## src/rtl/uart_tx_if.sv

```systemverilog
// Handshake and serial-line signals of the UART transmitter.
// The master drives the byte request and the slave (the engine) drives the line and status flags.
interface uart_tx_if;
  logic       send;
  logic [7:0] data_in;
  logic [1:0] parity_type;
  logic [1:0] baud_rate;
  logic       data_tx;
  logic       active_flag;
  logic       done_flag;

  modport master (
    output send, data_in, parity_type, baud_rate,
    input  data_tx, active_flag, done_flag
  );

  modport slave (
    input  send, data_in, parity_type, baud_rate,
    output data_tx, active_flag, done_flag
  );
endinterface

```

## src/rtl/uart_tx_engine.sv

```systemverilog
// UART transmit engine: serialises one byte per request as an 11-bit frame
// (start, D0..D7 LSB first, parity slot, stop) with a per-frame baud divider.
module uart_tx_engine #(
  parameter int CLK_FREQ = 50_000_000
) (
  input logic      clock,
  input logic      reset_n,
  uart_tx_if.slave bus
);

  localparam int DIV0  = CLK_FREQ / 2400;
  localparam int DIV1  = CLK_FREQ / 4800;
  localparam int DIV2  = CLK_FREQ / 9600;
  localparam int DIV3  = CLK_FREQ / 19200;
  // Counter only ever reaches DIV-1, so the 2400 divisor sets the width.
  localparam int CNT_W = $clog2(DIV0);

  typedef enum logic [2:0] {S_IDLE, S_START, S_DATA, S_PARITY, S_STOP} state_t;

  state_t           state_q, state_d;
  logic [CNT_W-1:0] cnt_q, cnt_d;
  logic [2:0]       bit_cnt_q, bit_cnt_d;
  logic [7:0]       shift_q, shift_d;
  logic             par_q, par_d;
  logic [1:0]       baud_q, baud_d;
  logic             data_tx_q, data_tx_d;
  logic             active_q, active_d;
  logic             done_q, done_d;

  logic [CNT_W-1:0] div_m1;
  logic             last;

  // Terminal count of the bit-period counter for the latched baud rate.
  always_comb begin
    case (baud_q)
      2'b00:   div_m1 = CNT_W'(DIV0 - 1);
      2'b01:   div_m1 = CNT_W'(DIV1 - 1);
      2'b10:   div_m1 = CNT_W'(DIV2 - 1);
      default: div_m1 = CNT_W'(DIV3 - 1);
    endcase
  end

  assign last = (cnt_q == div_m1);

  // Next-state logic; the line value is registered alongside the state so it
  // changes on the same edge the FSM moves between bit periods.
  always_comb begin
    state_d   = state_q;
    cnt_d     = cnt_q;
    bit_cnt_d = bit_cnt_q;
    shift_d   = shift_q;
    par_d     = par_q;
    baud_d    = baud_q;
    data_tx_d = data_tx_q;
    active_d  = active_q;
    done_d    = 1'b0;

    case (state_q)
      S_IDLE: begin
        cnt_d     = '0;
        bit_cnt_d = '0;
        data_tx_d = 1'b1;
        active_d  = 1'b0;
        // The done cycle is itself an IDLE cycle, so a request here starts
        // the next frame on the following clock.
        if (bus.send) begin
          shift_d = bus.data_in;
          baud_d  = bus.baud_rate;
          case (bus.parity_type)
            2'b01:   par_d = ~^bus.data_in;
            2'b10:   par_d = ^bus.data_in;
            default: par_d = 1'b1;
          endcase
          state_d   = S_START;
          data_tx_d = 1'b0;
          active_d  = 1'b1;
        end
      end

      S_START: begin
        if (last) begin
          cnt_d     = '0;
          bit_cnt_d = '0;
          state_d   = S_DATA;
          data_tx_d = shift_q[0];
        end else begin
          cnt_d = cnt_q + 1'b1;
        end
      end

      S_DATA: begin
        if (last) begin
          cnt_d   = '0;
          shift_d = shift_q >> 1;
          if (bit_cnt_q == 3'd7) begin
            state_d   = S_PARITY;
            data_tx_d = par_q;
          end else begin
            bit_cnt_d = bit_cnt_q + 1'b1;
            data_tx_d = shift_q[1];
          end
        end else begin
          cnt_d = cnt_q + 1'b1;
        end
      end

      S_PARITY: begin
        if (last) begin
          cnt_d     = '0;
          state_d   = S_STOP;
          data_tx_d = 1'b1;
        end else begin
          cnt_d = cnt_q + 1'b1;
        end
      end

      S_STOP: begin
        if (last) begin
          cnt_d     = '0;
          state_d   = S_IDLE;
          data_tx_d = 1'b1;
          active_d  = 1'b0;
          done_d    = 1'b1;
        end else begin
          cnt_d = cnt_q + 1'b1;
        end
      end

      default: begin
        state_d   = S_IDLE;
        cnt_d     = '0;
        data_tx_d = 1'b1;
        active_d  = 1'b0;
      end
    endcase
  end

  // State and datapath registers; reset forces the line high at once.
  always_ff @(posedge clock or negedge reset_n) begin
    if (!reset_n) begin
      state_q   <= S_IDLE;
      cnt_q     <= '0;
      bit_cnt_q <= '0;
      shift_q   <= '0;
      par_q     <= 1'b0;
      baud_q    <= '0;
      data_tx_q <= 1'b1;
      active_q  <= 1'b0;
      done_q    <= 1'b0;
    end else begin
      state_q   <= state_d;
      cnt_q     <= cnt_d;
      bit_cnt_q <= bit_cnt_d;
      shift_q   <= shift_d;
      par_q     <= par_d;
      baud_q    <= baud_d;
      data_tx_q <= data_tx_d;
      active_q  <= active_d;
      done_q    <= done_d;
    end
  end

  assign bus.data_tx     = data_tx_q;
  assign bus.active_flag = active_q;
  assign bus.done_flag   = done_q;

endmodule

```

## src/flat_wrapper.sv

```systemverilog
// flat-port wrapper written by rule: the top's interface ports become plain ports
module uart_tx_engine_flat 
#(
  parameter int CLK_FREQ = 50_000_000
)
  (clock, reset_n, bus_send, bus_data_in, bus_parity_type, bus_baud_rate, bus_data_tx, bus_active_flag, bus_done_flag);
  uart_tx_if bus_i ();
  input logic clock;
  input logic reset_n;
  input wire logic [$bits(bus_i.send)-1:0] bus_send;
  input wire logic [$bits(bus_i.data_in)-1:0] bus_data_in;
  input wire logic [$bits(bus_i.parity_type)-1:0] bus_parity_type;
  input wire logic [$bits(bus_i.baud_rate)-1:0] bus_baud_rate;
  output wire logic [$bits(bus_i.data_tx)-1:0] bus_data_tx;
  output wire logic [$bits(bus_i.active_flag)-1:0] bus_active_flag;
  output wire logic [$bits(bus_i.done_flag)-1:0] bus_done_flag;
  assign bus_i.send = bus_send;
  assign bus_i.data_in = bus_data_in;
  assign bus_i.parity_type = bus_parity_type;
  assign bus_i.baud_rate = bus_baud_rate;
  assign bus_data_tx = bus_i.data_tx;
  assign bus_active_flag = bus_i.active_flag;
  assign bus_done_flag = bus_i.done_flag;
  uart_tx_engine #(.CLK_FREQ(CLK_FREQ)) u_core (.clock(clock), .reset_n(reset_n), .bus(bus_i));
endmodule
```

## config.mk

```make
export PLATFORM = sky130hd
export DESIGN_NAME = uart_tx_engine_flat
export DESIGN_NICKNAME = d
export VERILOG_FILES = /design/src/rtl/uart_tx_if.sv /design/src/rtl/uart_tx_engine.sv /design/src/flat_wrapper.sv
export SDC_FILE = /design/constraint.sdc
export NUM_CORES = 1
export LEC_CHECK = 0
export ABC_CLOCK_PERIOD_IN_PS = 2100
export CAP_MARGIN = 40
export CORE_MARGIN = 2
export CORE_UTILIZATION = 53
export CTS_BUF_LIST = sky130_fd_sc_hd__clkbuf_8
export DETAILED_ROUTE_END_ITERATION = 7
export PLACE_DENSITY = 0.77
export REMOVE_ABC_BUFFERS = 1
export SLEW_MARGIN = 30
export SYNTH_ARGS = -nofsm -noshare
export SYNTH_HDL_FRONTEND = slang
export SYNTH_SLANG_ARGS = --single-unit
```

## constraint.sdc

```tcl
create_clock -name clock -period 2.1 [get_ports clock]
set_clock_uncertainty 0.15 [all_clocks]
set_input_delay 0.42 -clock clock [delete_from_list [all_inputs] [get_ports clock]]
set_output_delay 0.42 -clock clock [all_outputs]
set_load 0.02 [all_outputs]
```

After elaboration in Yosys (flattened, before gate mapping)
Index checks and enable logic that the tools add are counted.
{"block": "op_classes", "reduce_logical": 15, "add_sub_neg": 2, "n_eq_ne": 18, "bitwise": 1, "muxes": 28}
{"cell": "$pmux 15 s3", "n": 1}
{"cell": "$mux 15", "n": 2}
{"cell": "$mux 3", "n": 8}
{"cell": "$mux 8", "n": 2}
{"cell": "$pmux 8 s2", "n": 1}
{"cell": "$add 15x1->15 const B", "n": 1}
{"cell": "$eq 15x15->1", "n": 1}
{"cell": "$pmux 3 s5", "n": 1}
{"cell": "$ne 2x1->1 const B", "n": 6}
{"cell": "$mux 1", "n": 9}
{"cell": "$pmux 3 s3", "n": 1}
{"cell": "$reduce_xnor 8->1", "n": 1}
{"cell": "$reduce_xor 8->1", "n": 1}
{"cell": "$eq 3x2->1 const B", "n": 2}
{"cell": "$eq 3x3->1 const B", "n": 2}
{"cell": "$reduce_and 3->1", "n": 2}
{"cell": "$reduce_and 6->1", "n": 1}
{"cell": "$eq 2x1->1 const B", "n": 2}
{"cell": "$eq 2x2->1 const B", "n": 2}
{"cell": "$ne 2x2->1 const B", "n": 2}
{"cell": "$pmux 1 s4", "n": 1}
{"cell": "$reduce_and 2->1", "n": 2}
{"cell": "$reduce_and 4->1", "n": 1}
{"cell": "$reduce_or 4->1", "n": 1}
{"cell": "other kinds (11)", "n": 11}
{"block": "totals", "elab_cells": 73, "inputBits": 15, "regBits": 35, "out_inout_bits": 3}

Depth between registers and ports, before layout
Gate-level depths: netlist (run 1).
{"block": "depth", "word_depth": 5, "ltp_mapped": 8, "mapped_depth_nobuf": 7}

Worst setup path after synthesis (run 1)
No wires, ideal clock.
{"block": "synth_path", "path_type": "register to register", "startpoint": "reg u_core.baud_q[0]", "endpoint": "reg u_core.bit_cnt_q[0]", "path_slack_ps": -41, "path_stages_with_launch": 8, "arrival_time_ps": 1866, "synth_period_minus_slack_ps": 2141, "path_buffers": 0, "t_required_ps": 1825, "cell_sequence": "dfrtp_1 -> inv_1 -> ha_1 -> nor4bb_1 -> o22ai_1 -> nor3_2 -> o211ai_2 -> mux2_4"}
{"block": "synth_between", "elab_chain_len": 5, "elab_cells_between_ends": 8, "cone_classes": "5 x eq/ne; 1 x mux; 2 x reduce/logical"}
{"item": "start, declared", "line_no": "uart_tx_engine.sv:25", "text": "logic [1:0] baud_q, baud_d;"}
{"item": "start signal, assigned", "line_no": "uart_tx_engine.sv:156", "text": "baud_q <= baud_d;"}
{"item": "$eq 2x2->1 (tied with other cells)", "line_no": "uart_tx_engine.sv:35", "text": "case (baud_q)"}
{"item": "$pmux 15 s3 *", "line_no": "uart_tx_engine.sv:35"}
{"item": "$eq 15x15->1 *", "line_no": "uart_tx_engine.sv:43", "text": "assign last = (cnt_q == div_m1);"}
{"item": "$ne 2x1->1 (no line)"}
{"item": "$reduce_and 4->1 (no line) *"}
{"item": "end signal, assigned", "line_no": "uart_tx_engine.sv:153", "text": "bit_cnt_q <= bit_cnt_d;"}
{"item": "end, declared", "line_no": "uart_tx_engine.sv:22", "text": "logic [2:0] bit_cnt_q, bit_cnt_d;"}
Mark *: on every way between the ends. The rest lies on a longest branch, timed or not.
A chain may end at the register's enable or synchronous reset.

Worst setup path after layout (run 1)
{"block": "layout_path", "startpoint": "reg u_core.baud_q[1]", "endpoint": "reg u_core.shift_q[3]"}
{"block": "layout_between", "elab_chain_len": 5, "elab_cells_between_ends": 7, "cone_classes": "4 x eq/ne; 1 x mux; 2 x reduce/logical"}
{"item": "$eq 2x2->1 (tied with other cells)", "line_no": "uart_tx_engine.sv:35"}
{"item": "$pmux 15 s3 *", "line_no": "uart_tx_engine.sv:35"}
{"item": "$eq 15x15->1 *", "line_no": "uart_tx_engine.sv:43"}
{"item": "$ne 2x1->1 (no line) *"}
{"item": "$reduce_and 3->1 (no line) *"}
{"item": "end signal, assigned", "line_no": "uart_tx_engine.sv:154", "text": "shift_q <= shift_d;"}
{"item": "end, declared", "line_no": "uart_tx_engine.sv:23", "text": "logic [7:0] shift_q, shift_d;"}
Marked as above.

==> metrics.md, run 1 <==
| Metric | Value |
|---|---|
| Mapped Avg Cell Area | 9.65 sq um |
| Crit path max fanout | 8 |
| Kind of cell adding the most delay to the critical path | compound AO/OA/AOI/OAI gates |
| Startpoint Class | flop |
| Diodes inserted | 0 |
| Wire per inst | 13.9 um |
| WP data arrival | roughly 2.1 ns |
| Share of cells above drive strength 1 | about a quarter |
| RSZ-0062 raised after global routing | true |
| Final nets | 271 |
| Slowest stage delay, CP | a little over 0.4 ns |
| Area growth syn-to-layout | 29.7% |
| I/O Buffers | 17 |
| Max capacitance violation total | 0 |
| Post-DP HPWL | 2880 um |
| Vias in the first global route | between 1500 and 2000 |
| Clock sinks | 35 |
| Post-synth top area cell | dfrtp_1 |
| First-pass GRT wire length | between 6000 and 7000 um |
| Total gr overflow | 0 |
| Die width | around 65 um |
| Status | finished, violations left |
| Commonest cells post-synth | nor2_1 (37), dfrtp_1 (34), xnor2_1 (16) |
| Final WS setup | -0.00133 ns |
| Filler Cell Count | 266 |
| Critical path class | flop to flop |
| CTS tree | built |
| Total core area | 3610 sq um |
| CP startpoint | u_core.baud_q[1] |
| Rows | 22 |
| Rel. slew slack | between 60% and 70% |
| Met2 routed WL | 2050 um |
| Hold crit path type | flop to flop |
| VDD IR-drop max | between 0.3 and 0.4 mV |
| Leakage Power | ~1.2 nW |
| Largest net degree at the start of global routing | 36 |
| Tot Pwr | 1.23 mW |
| Slew Limit Fails | 0 |
| Count leader, synth | nor2_1 |
| WL final | approximately 4000 um |
| Async SR Flop Fraction | 100% |
| Crit share post-route | 100% |
| Initial antenna violation count | 0 |
| Synth warn | 0 |
| Synth top area cells | dfrtp_1 (43%), xnor2_1 (7.1%), nor2_1 (7.1%) |
| HP Start | u_core.state_q[2] |
| Via density per instance | roughly 5.3 |
| Crit. End Element | flop |
| Drt first pass iters | 4 |
| Num CTS Buffers | 5 |
| Antenna viol nets, final | 0 |
| Max layer used | met4 |
| Req. time, crit path | about 2.1 ns |
| Die area | around 4200 sq um |
| Share of the synthesized area in the top cell type | between 40% and 50% |
| Post-Synthesis Cells | between 200 and 250 |
| H-tree levels | 2 |
| Metal3 WL | 131 um |
| Post-synth EDFFs | 0 |
| Sequential area share after synthesis | 44.5% |
| Slowest cell on crit path | dfrtp_1 |
| Synth Flop Type | dfrtp_1 |
| Number of remaining DRC errors | 0 |
| CTS Root Cell | clkbuf_8 |
| Critical-path cell list | inv_2, ha_2, and4bb_2, o22ai_4, nor3_2, buf_4, o21ba_2, o22a_1 |
| Starting Density | between 50 and 60% |
| Top-Level Pins | 18 |
| Synth Register Bits | 35 |
| Worst R2R Start | u_core.baud_q[1] |
| RD Place Congestion | 0.843 |
| Mapped Area | 1970 sq um |
| Worst-skew pair later-pin latency | approximately 0.29 ns |
| Violated checks | setup timing |
| Wl on met1 | 1870 um |
| Worst-Margin Slew | 0.509 ns |
| Bufs and invs on worst path | 2 |
| Unique masters post-synth | 39 |
| Setup TNS | -0.00133 ns |
| Setup violators final | 1 |
| Tmin final | approximately 2.1 ns |
| PwrDens | 483 nW/um^2 |
| GRT Total Usage | 21.8% |
| DIE HEIGHT | 65.0 um |
| Reg clk slew, reported paths | 0.07 ns |
| Fin. Hold Viols | 0 |
| DR vias | 1578 |
| Initial drt markers | 94 |
| CTS max path bufs | 2 |
| Peak Freq | 476 MHz |
==> stage by stage <==
step	setup WS, ns	area, sq um	utilization [%]	std cells	hold slack, ns
2_1_floorplan	-0.409	1940	-	199	-0.0256
3_3_place_gp	-0.0419	2320	64.4	284	0.336
3_5_place_dp	-0.115	2320	64.4	284	0.349
4_1_cts	-0.0247	2500	69.4	294	0.362
5_1_grt	-0.0993	2550	70.8	296	0.387
6_report	-0.00133	2550	70.8	296	0.365
==> cell type report <==
type                            count  area (sq um)  area share, %
Timing Repair Buffer               41           362           14.2
Multi-Input combinational cell    152          1130           44.1
Clock inverter                      3          15.0          0.588
Tap cell                           48          60.1           2.35
Sequential cell                    35           877           34.3
Clock buffer                        5          68.8           2.69
Inverter                           12          45.0           1.76
==> sequential cells by signal, summed over array words and instances, names as in the netlist <==
name                    cells
u_core.shift_q              8
u_core.baud_q               2
u_core.par_q                1
u_core.cnt_q               15
u_core.bit_cnt_q            3
u_core.bus.active_flag      1
u_core.bus.data_tx          1
u_core.bus.done_flag        1
u_core.state_q              3
==> cells by family after synthesis <==
kind of cell / count (synthesis) / share of synthesized area, %
buffers and inverters: 17 / 3.62
adders and majority gates: 9 / 5.72
AOI/OAI and AO/OA: 32 / 11.0
DFF: 35 / 44.5
muxes: 7 / 3.88
xor gates and xnor gates: 25 / 11.1
and+or+nand+nor: 79 / 20.1
==> report_power, final <==
group,internal [mW],total (mW),switching (mW)
Clock,0.227,0.467,0.241
Sequential,0.674,0.674,0
Combinational,0.0498,0.0913,0.0414
Total,0.950,1.23,0.282
==> worst register-to-register path, stage by stage, from the launching register on <==
cell      delay [ns]
dfrtp_1         0.41
inv_2           0.09
ha_2            0.19
and4bb_2        0.24
o22ai_4         0.20
nor3_2          0.07
buf_4           0.16
o21ba_2         0.27
o22a_1          0.22
==> final timing paths <==
kind	end	slack, ns	cells after the start
max in group asynchronous	u_core.bus.data_tx	1.08	2
min in group asynchronous	u_core.cnt_q[12]	0.39	2
worst max register to register	u_core.shift_q[3]	-0.001	8
worst min-delay path	u_core.state_q[1]	0.37	1
worst max-delay path	u_core.shift_q[3]	-0.001	8
worst min register to register	u_core.state_q[1]	0.37	1
==> placed cells by master, fill, tap and decap left out, types with 8 or more instances in the layout <==
cell              n
xor2_1            9
inv_1            10
nor2_1           30
a21oi_1           8
xnor2_1          16
clkdlybuf4s50_1  17
nand2_1          13
buf_4            22
dfrtp_1          34
==> routing by layer <==
layer	global-route usage, %	vias up
met3	4.86	4
met1	26.7	762
li1	-	785
met2	37.0	27
met5	0	-
met4	9.31	0
==> what timing repair did <==
item	4_1_cts	5_1_grt
pin swaps	4	2
gates resized for setup	17	11
buffers inserted	2	2
hold endpoints to repair	0	0
setup endpoints to repair	29	28
hold buffers	0	0
No activity file was read; power rests on OpenSTA's default activity.
==> inputs of run 2 (changes only) <==
--- a/config.mk
+++ b/config.mk
@@ -12,7 +12,6 @@
 export CTS_BUF_LIST = sky130_fd_sc_hd__clkbuf_8
 export DETAILED_ROUTE_END_ITERATION = 7
 export PLACE_DENSITY = 0.77
-export REMOVE_ABC_BUFFERS = 1
 export SLEW_MARGIN = 30
 export SYNTH_ARGS = -nofsm -noshare
 export SYNTH_HDL_FRONTEND = slang
==> metrics.md, run 2 (synthesis results as in run 1) <==
| Metric | Value |
|---|---|
| Req. time, crit path | 2.17 ns |
| Reg2Reg Depth | 7 |
| GRT Total Usage | 21.8% |
| Top-Level Pins | 18 |
| Crit share post-route | 103% |
| Largest registers | u_core.cnt_q x15, u_core.shift_q x8 |
| Most frequent cells in the layout | nor2_1 (34), dfrtp_1 (34), buf_4 (19) |
| Filler Cell Count | between 200 and 300 |
| Via density per instance | 5.38 |
| Worst hold stages | 1 |
| Bufs and invs on worst path | 1 |
| WL final | 3990 um |
| Most flops, register | u_core.cnt_q |
| Kind of cell adding the most delay to the critical path | simple AND/OR/NAND/NOR gates |
| Largest net degree at the start of global routing | 36 |
| VDD IR-drop max | 0.455 mV |
| Worst-Margin Slew | roughly 0.43 ns |
| Final hold slack | 0.363 ns |
| Final WS setup | -0.0598 ns |
| Slowest stage delay, CP | 0.57 ns |
| Diodes inserted | 0 |
| Startpoint Class | flop |
| Rows | 22 |
| Antenna viol nets, final | 0 |
| Worst R2R Start | u_core.baud_q[1] |
| Max reg flops | 15 |
| HP Start | u_core.state_q[2] |
| Reg clk slew, reported paths | ~0.07 ns |
| Rel. slew slack | 71.2% |
| Num CTS Buffers | 5 |
| Clock sinks | 35 |
| Crit path max fanout | 3 |
| CTS tree | built |
| Initial drt markers | 86 |
| Max capacitance violation total | 0 |
| First-pass GRT wire length | slightly above 7000 um |
| PwrDens | 501 nW/um^2 |
| Die width | 65.0 um |
| RD Place Congestion | 0.848 |
| Drt first pass iters | 4 |
| I/O Buffers | 17 |
| Crit. End Element | flop |
| Setup violators final | 1 |
| Number of remaining DRC errors | 0 |
| Starting Density | 54.6% |
| Die area | 4220 sq um |
| Tmin final | 2.16 ns |
| CTS Root Cell | clkbuf_8 |
| H-tree levels | 2 |
| Critical path class | flop to flop |
| Violated checks | setup timing |
| Slew Limit Fails | 0 |
| Total core area | about 3600 sq um |
| Slowest cell on crit path | or4_4 |
| Worst-skew pair later-pin latency | 0.29 ns |
| Syn_nets | 228 |
| Wire per inst | 13.5 um |
| Status | finished, violations left |
| DIE HEIGHT | between 60 and 70 um |
| Area growth syn-to-layout | 31.8% |
| Leakage Power | 1.19 nW |
| DR vias | 1586 |
| Flop-to-flop setup slack | -0.06 ns |
| RSZ-0062 raised after global routing | true |
| Vias in the first global route | 1548 |
| Hold crit path type | flop to flop |
| Reg2reg end | u_core.state_q[1] |
| Fin. Hold Viols | 0 |
| Post-DP HPWL | 2760 um |
| Peak Freq | 463 MHz |
| CTS max path bufs | 2 |
| Initial antenna violation count | 0 |
| WP data arrival | 2.23 ns |
| CTS Hold Bufs | 0 |
| Total gr overflow | 0 |
| Share of cells above drive strength 1 | a little under a quarter |
| Final nets | 270 |
| WHS Endpoint | u_core.state_q[1] |
| Tot Pwr | 1.30 mW |
| Critical-path cell list | buf_4, ha_2, nor4b_4, o22ai_4, or4_4, xor2_2, nor2_1 |
-- run 2: worst max-delay path by stage --
stage | startpoint | to | slack [ns] | cells past startpoint
floorplan | u_core.baud_q[0] | u_core.bit_cnt_q[0] | 0.007 | 7
global placement | u_core.baud_q[0] | u_core.bit_cnt_q[0] | -0.006 | 8
detailed placement | u_core.baud_q[0] | u_core.state_q[1] | -0.12 | 7
CTS | u_core.baud_q[1] | u_core.state_q[1] | -0.02 | 7
global route | u_core.baud_q[1] | u_core.state_q[1] | -0.12 | 7
finish | u_core.baud_q[1] | u_core.state_q[1] | -0.06 | 7
-- run 2: layout make-up --
| class | count | area [sq um] | area share, % |
|---|---|---|---|
| multi-input combinational | 152 | 1150 | 44.2 |
| timing repair buffer | 40 | 367 | 14.1 |
| sequential | 35 | 877 | 33.8 |
| clock inverter | 1 | 3.75 | 0.145 |
| tap | 48 | 60.1 | 2.31 |
| clock buffer | 7 | 96.3 | 3.71 |
| inverter | 12 | 45.0 | 1.74 |
-- run 2: per-stage QoR --
| step | util (%) | std cells | TNS [ns] | instance area [sq um] | worst slack (ns) |
|---|---|---|---|---|---|
| 2_1_floorplan | - | 204 | 0 | 1970 | 0.00700 |
| 3_3_place_gp | 64.6 | 283 | -0.00570 | 2330 | -0.00570 |
| 3_5_place_dp | 64.6 | 283 | -1.57 | 2330 | -0.115 |
| 4_1_cts | 69.1 | 293 | -0.0284 | 2490 | -0.0167 |
| 5_1_grt | 72.0 | 295 | -0.710 | 2590 | -0.121 |
| 6_report | 72.0 | 295 | -0.0598 | 2590 | -0.0598 |
-- run 2: routing by layer --
metal	share of wire, %	GRT usage (%)	vias up
met5	0	0	-
met3	3.2	5.73	8
met1	48	29.8	765
met4	1.6	8.78	0
li1	-	-	782
met2	47	32.7	31
-- run 2: report_power, final --
part / internal (mW) / switching [mW] / total (mW)
registers: 0.674 / 0 / 0.674
clock network: 0.294 / 0.241 / 0.536
logic: 0.0506 / 0.0397 / 0.0904
-- run 2: timing repair --
item,4_1_cts,5_1_grt
endpoints found under the setup margin,30,30
pin swaps,3,11
gates resized for setup,11,18
endpoints found under the hold margin,0,0
setup buffers,2,2
